$ cat src/rtl/ifu_prefetch_if.sv
// Signal bundle between the prefetch unit (master), the IROM and the ID stage (slave side).
// With IFU_PREDECODE_EN defined the bundle also carries the per-instruction id_opc_legal flag.
interface ifu_prefetch_if #(
  parameter int unsigned IROM_AW = 14
);
  logic               irom_en;
  logic [IROM_AW-1:0] irom_addr;
  logic [31:0]        irom_inst;
  logic               id_valid;
  logic               id_ready;
  logic [31:0]        id_inst;
  logic [31:0]        id_pc;
  logic [31:0]        id_pc4;
  logic               redirect;
  logic [31:0]        redirect_pc;
`ifdef IFU_PREDECODE_EN
  logic               id_opc_legal;

  modport master (
    input  irom_inst, id_ready, redirect, redirect_pc,
    output irom_en, irom_addr, id_valid, id_inst, id_pc, id_pc4, id_opc_legal
  );

  modport slave (
    output irom_inst, id_ready, redirect, redirect_pc,
    input  irom_en, irom_addr, id_valid, id_inst, id_pc, id_pc4, id_opc_legal
  );
`else
  modport master (
    input  irom_inst, id_ready, redirect, redirect_pc,
    output irom_en, irom_addr, id_valid, id_inst, id_pc, id_pc4
  );

  modport slave (
    output irom_inst, id_ready, redirect, redirect_pc,
    input  irom_en, irom_addr, id_valid, id_inst, id_pc, id_pc4
  );
`endif
endinterface

$ cat src/rtl/ifu_prefetch.sv
// Instruction prefetch: sequential IROM reads into a small PC-tagged FIFO that feeds ID.
// IFU_PREDECODE_EN adds a stored opcode-legal bit per FIFO entry, presented as id_opc_legal.
module ifu_prefetch #(
  parameter int unsigned DEPTH    = 4,
  parameter logic [31:0] RESET_PC = 32'h0000_0000,
  parameter int unsigned IROM_AW  = 14
) (
  input  logic           cpu_clk,
  input  logic           cpu_rst,
  ifu_prefetch_if.master bus
);
  localparam int unsigned PW = $clog2(DEPTH);
  localparam int unsigned CW = PW + 1;

  logic [31:0]   fetchPc_q, fetchPc_d;
  logic [31:0]   reqPc_q, reqPc_d;
  logic          reqVld_q, reqVld_d;
  logic [PW-1:0] wrPtr_q, wrPtr_d;
  logic [PW-1:0] rdPtr_q, rdPtr_d;
  logic [CW-1:0] count_q, count_d;
  logic [31:0]   memInst_q [DEPTH];
  logic [31:0]   memPc_q   [DEPTH];
`ifdef IFU_PREDECODE_EN
  logic          memLegal_q [DEPTH];
`endif

  logic          headValid;
  logic          pop;
  logic          push;
  logic          issue;
  logic [CW:0]   occupancy;

`ifdef IFU_PREDECODE_EN
  function automatic logic opcLegal(input logic [6:0] opc);
    case (opc)
      7'b0110011, 7'b0100011, 7'b0010011,
      7'b0110111, 7'b1100011, 7'b0000011,
      7'b1100111, 7'b0010111, 7'b1101111: opcLegal = 1'b1;
      default:                            opcLegal = 1'b0;
    endcase
  endfunction
`endif

  assign headValid    = (count_q != '0);
  assign bus.id_valid = !cpu_rst && headValid;
  assign pop          = bus.id_valid && bus.id_ready && !bus.redirect;
  assign push         = reqVld_q && !bus.redirect;

  // Credit check: words already buffered plus the one in flight, minus the one leaving now.
  assign occupancy    = {1'b0, count_q} + (CW+1)'(reqVld_q) - (CW+1)'(pop);
  assign issue        = !cpu_rst && !bus.redirect && (occupancy < (CW+1)'(DEPTH));

  assign bus.irom_en   = issue;
  assign bus.irom_addr = fetchPc_q[IROM_AW+1:2];

  assign bus.id_inst = cpu_rst ? 32'h0 : memInst_q[rdPtr_q];
  assign bus.id_pc   = cpu_rst ? 32'h0 : memPc_q[rdPtr_q];
  assign bus.id_pc4  = cpu_rst ? 32'h0 : memPc_q[rdPtr_q] + 32'd4;
`ifdef IFU_PREDECODE_EN
  assign bus.id_opc_legal = cpu_rst ? 1'b0 : memLegal_q[rdPtr_q];
`endif

  always_comb begin
    fetchPc_d = fetchPc_q;
    reqPc_d   = reqPc_q;
    reqVld_d  = 1'b0;
    wrPtr_d   = wrPtr_q;
    rdPtr_d   = rdPtr_q;
    count_d   = count_q;
    if (bus.redirect) begin
      // The returning word and everything buffered belong to the squashed path.
      fetchPc_d = bus.redirect_pc & ~32'h3;
      wrPtr_d   = '0;
      rdPtr_d   = '0;
      count_d   = '0;
    end else begin
      if (issue) begin
        reqPc_d   = fetchPc_q;
        reqVld_d  = 1'b1;
        fetchPc_d = fetchPc_q + 32'd4;
      end
      if (push) begin
        wrPtr_d = wrPtr_q + PW'(1);
      end
      if (pop) begin
        rdPtr_d = rdPtr_q + PW'(1);
      end
      count_d = count_q + CW'(push) - CW'(pop);
    end
  end

  always_ff @(posedge cpu_clk) begin
    if (cpu_rst) begin
      fetchPc_q <= RESET_PC;
      reqPc_q   <= '0;
      reqVld_q  <= 1'b0;
      wrPtr_q   <= '0;
      rdPtr_q   <= '0;
      count_q   <= '0;
      for (int i = 0; i < int'(DEPTH); i++) begin
        memInst_q[i]  <= '0;
        memPc_q[i]    <= '0;
`ifdef IFU_PREDECODE_EN
        memLegal_q[i] <= 1'b0;
`endif
      end
    end else begin
      fetchPc_q <= fetchPc_d;
      reqPc_q   <= reqPc_d;
      reqVld_q  <= reqVld_d;
      wrPtr_q   <= wrPtr_d;
      rdPtr_q   <= rdPtr_d;
      count_q   <= count_d;
      if (push) begin
        memInst_q[wrPtr_q]  <= bus.irom_inst;
        memPc_q[wrPtr_q]    <= reqPc_q;
`ifdef IFU_PREDECODE_EN
        memLegal_q[wrPtr_q] <= opcLegal(bus.irom_inst[6:0]);
`endif
      end
    end
  end
endmodule
$ cat src/flat_wrapper.sv
// flat-port wrapper written by rule: the top's interface ports become plain ports
module ifu_prefetch_flat 
#(
  parameter int unsigned DEPTH    = 4,
  parameter logic [31:0] RESET_PC = 32'h0000_0000,
  parameter int unsigned IROM_AW  = 14
)
  (cpu_clk, cpu_rst, bus_irom_inst, bus_id_ready, bus_redirect, bus_redirect_pc, bus_irom_en, bus_irom_addr, bus_id_valid, bus_id_inst, bus_id_pc, bus_id_pc4);
  ifu_prefetch_if #(.IROM_AW(IROM_AW)) bus_i ();
  input  logic cpu_clk;
  input  logic cpu_rst;
  input wire logic [$bits(bus_i.irom_inst)-1:0] bus_irom_inst;
  input wire logic [$bits(bus_i.id_ready)-1:0] bus_id_ready;
  input wire logic [$bits(bus_i.redirect)-1:0] bus_redirect;
  input wire logic [$bits(bus_i.redirect_pc)-1:0] bus_redirect_pc;
  output wire logic [$bits(bus_i.irom_en)-1:0] bus_irom_en;
  output wire logic [$bits(bus_i.irom_addr)-1:0] bus_irom_addr;
  output wire logic [$bits(bus_i.id_valid)-1:0] bus_id_valid;
  output wire logic [$bits(bus_i.id_inst)-1:0] bus_id_inst;
  output wire logic [$bits(bus_i.id_pc)-1:0] bus_id_pc;
  output wire logic [$bits(bus_i.id_pc4)-1:0] bus_id_pc4;
  assign bus_i.irom_inst = bus_irom_inst;
  assign bus_i.id_ready = bus_id_ready;
  assign bus_i.redirect = bus_redirect;
  assign bus_i.redirect_pc = bus_redirect_pc;
  assign bus_irom_en = bus_i.irom_en;
  assign bus_irom_addr = bus_i.irom_addr;
  assign bus_id_valid = bus_i.id_valid;
  assign bus_id_inst = bus_i.id_inst;
  assign bus_id_pc = bus_i.id_pc;
  assign bus_id_pc4 = bus_i.id_pc4;
  ifu_prefetch #(.DEPTH(DEPTH), .RESET_PC(RESET_PC), .IROM_AW(IROM_AW)) u_core (.cpu_clk(cpu_clk), .cpu_rst(cpu_rst), .bus(bus_i));
endmodule
$ cat config.mk
export PLATFORM = sky130hd
export DESIGN_NAME = ifu_prefetch_flat
export DESIGN_NICKNAME = d
export VERILOG_FILES = /design/src/rtl/ifu_prefetch_if.sv /design/src/rtl/ifu_prefetch.sv /design/src/flat_wrapper.sv
export SDC_FILE = /design/constraint.sdc
export NUM_CORES = 1
export LEC_CHECK = 0
export BUFFER_PORTS_ARGS = -buffer_cell sky130_fd_sc_hd__buf_2
export CORE_AREA = 2 2 159 177
export DETAILED_ROUTE_END_ITERATION = 12
export DIE_AREA = 0 0 161 179
export PLACE_DENSITY = 0.79
export SLEW_MARGIN = 20
export SYNTH_ARGS = -nofsm -noshare
export SYNTH_HDL_FRONTEND = slang
export SYNTH_SLANG_ARGS = --single-unit
$ cat constraint.sdc
create_clock -name cpu_clk -period 18.66 [get_ports cpu_clk]
set_input_delay 2.799 -clock cpu_clk [delete_from_list [all_inputs] [get_ports cpu_clk]]
set_output_delay 2.799 -clock cpu_clk [all_outputs]
set_load 0.01 [all_outputs]
==> run summary <==
crit path max fanout -> 46
Final Setup Violations -> 0
DP Cell Count -> 1722
Post-synth EDFFs -> 248
TritonCTS buffer count -> 29
first-pass GRT wire length -> 50.06 mm
Slew Limit Fails -> 0
post-CTS sizing -> 0
most frequent cells in the layout -> nor2_1, edfxtp_1, buf_2, nand2_1, inv_1
Setup CP Type -> in2out
Min Clock Period, post-route -> 8.288 ns
clock skew -> 0.01162 ns
worst slew pin tran -> 0.9915 ns
leakage -> 6.673 nW
I/O pins -> 180
largest net degree at the start of global routing -> 64
I/O Buffers -> 173
total die area -> 28820 um2
Filler Cells Inserted -> 2170
gp weighted congestion -> 0.8334
number of global-route vias before repair -> 9421
slowest cell on the critical path -> nor4_2
synth warn -> 0
depth of the CTS H-tree -> 1
Layout Nets -> 1466
initial antenna violation count -> 1
Core Region -> 27230 um2
count of cell types in the netlist -> 59
post-CTS setup buffers -> 0
register area -> 8853 um2
flops & latches, synth -> 318
Via density -> 5.470
DRT antenna net count -> 0
post-synthesis instance total -> 1261
crit-path cells -> buf_2, buf_4, nor2_1, o311a_1, ha_1, inv_1, ha_1, and3b_1, nor4_2, o21ai_2, inv_1, buf_2
outcome -> complete, no violations
unrepaired setup endpoints after global routing -> no
die height -> 179 um
final hold violations -> 0
Async SR Flop Fraction -> 0%
CP required -> 15.86 ns
clock tree from TritonCTS -> yes
max_cap viols -> 0
Mapped Area -> 14700 um2
post-DP HPWL -> 19.34 mm
top_reg_cell synth -> edfxtp_1
WL/cell -> 18.08 um
share of layout cells above drive strength 1 -> 21.66%
Seq/Total Area, Yosys -> 60.19%
most common cell after layout, fill and taps aside -> nor2_1
Post-route DRC -> 0
Max clock buf depth -> 3
setup TNS -> 0 ns
worst hold path class -> reg2reg
Layout area overhead -> 13.55%
Initial DRC Count -> 802
GRT Overall Usage -> 21.99%
Final Instance Area -> 16690 um2
Power Density -> 88.98 nW/um2
Horiz. Die Dim -> 161 um
Avg Inst Size Synth -> 11.66 um2
hold_buf cts -> 0
startpoint types -> primary input
clock sink count -> 318
critical path's largest stage delay -> 0.46 ns
First-pass DRT Iterations -> 5
part of the cycle the worst path needs -> 44.41%
via count -> 9720
Multi-input gate area -> 5134 um2
Crit. End Element -> output port
row cnt -> 64
Post-Place Cell Area -> 15740 um2
achievable frequency -> 120.7 MHz
gr ovfl total -> 0
CP arrival -> 5.49 ns
Clk Latency, worst-skew pair -> 0.54 ns
clock-pin slew on the worst setup and hold paths -> 0.06 ns
Post-Route WL -> 32.13 mm
Post-Route Utilization -> 61.31%
final cell count without fillers -> 1777
Clock Tree Root -> clkbuf_16
maximum vdd drop -> 79.37 uV
Rel. slew slack -> 33.90%
starting density of the core -> 54.00%
-- Yosys cell counts (4+ instances only) --
cell	n	area share (%)
a211oi_1	9	0.46
a21oi_1	44	1.5
a311oi_1	4	0.24
and2_1	61	2.6
and3_1	11	0.47
and4_1	11	0.66
buf_1	4	0.10
buf_2	4	0.14
buf_4	21	1.1
buf_6	4	0.31
clkbuf_1	60	1.5
dfxtp_1	70	9.5
edfxtp_1	248	51
ha_1	7	0.60
inv_1	82	2.1
mux4_1	13	2.3
mux4_2	49	7.5
nand2_1	152	3.9
nand3_1	16	0.54
nand4_1	4	0.17
nor2_1	254	6.5
nor2b_1	4	0.17
nor3_1	20	0.68
o211a_1	4	0.27
o21ai_0	13	0.44
or3_1	6	0.26
xnor2_1	35	2.1
xor2_1	8	0.48
-- metal layers --
metal	part of all wire, %	global-route usage, %	up-vias
met5	0	0	-
met4	1.9	5.618	0
met3	5.9	2.637	48
met2	50	38.39	325
met1	42	29.60	4724
li1	-	-	4623
-- worst max-delay path: cells and delay by family --
kind	cells	cell delay [ns]
compound gates	2	0.50
fa+ha+maj	2	0.43
buf+inv	5	0.65
simple gates	3	1.10
-- power by group --
group / internal [W] / switching [W] / total, W
clock network: 0.000331 / 0.000255 / 0.000586
logic: 0.0000362 / 0.0000602 / 0.0000964
registers: 0.000790 / 0.0000131 / 0.000803
-- cell families after synthesis --
logic type	Yosys count	synth area share, %
flip-flops	318	60.19
adder cells (fa/ha/maj)	8	0.7319
other	1	0.02551
AO/OA/AOI/OAI	93	3.966
XOR/XNOR	43	2.562
multiplexers	66	10.11
AND/OR/NAND/NOR	555	17.01
buffers and inverters	177	5.404
-- flip-flops by register name, indices dropped and copies added, names as in the netlist, named ones only --
signal,cells
u_core.rdPtr_q,2
u_core.memInst_q,128
u_core.wrPtr_q,2
u_core.fetchPc_q,30
u_core.count_q,3
u_core.memPc_q,120
u_core.reqVld_q,1
u_core.reqPc_q,30
-- per-stage QoR --
step                total power, W  setup WS, ns  hold WS [ns]
floorplan                0.0008804         10.07        0.4366
global route              0.001531         10.05        0.4720
global placement         0.0009119         10.45        0.4446
finish                    0.001485         10.37        0.4579
detailed placement       0.0009157         10.36        0.4477
CTS                       0.001494         10.34        0.4573
-- layout make-up --
class	instances	share of cell area, %
sequential	318	53.04
antenna	1	0.01499
clock inverter	11	0.6221
clock buffer	43	5.082
multi-input combinational	769	30.75
timing repair buffer	189	5.906
tap	363	2.721
inverter	83	1.866
-- final timing paths --
kind	from	end	slack, ns	depth (start not counted)
worst max-delay path	cpu_rst	bus_irom_en	10.37	12
worst max register to register	u_core.count_q[2]	u_core.fetchPc_q[28]	15.43	10
worst min-delay path	u_core.reqPc_q[27]	u_core.reqPc_q[27]	0.46	2
worst min register to register	u_core.reqPc_q[27]	u_core.reqPc_q[27]	0.46	2
Power figures use the tool's default switching activity.
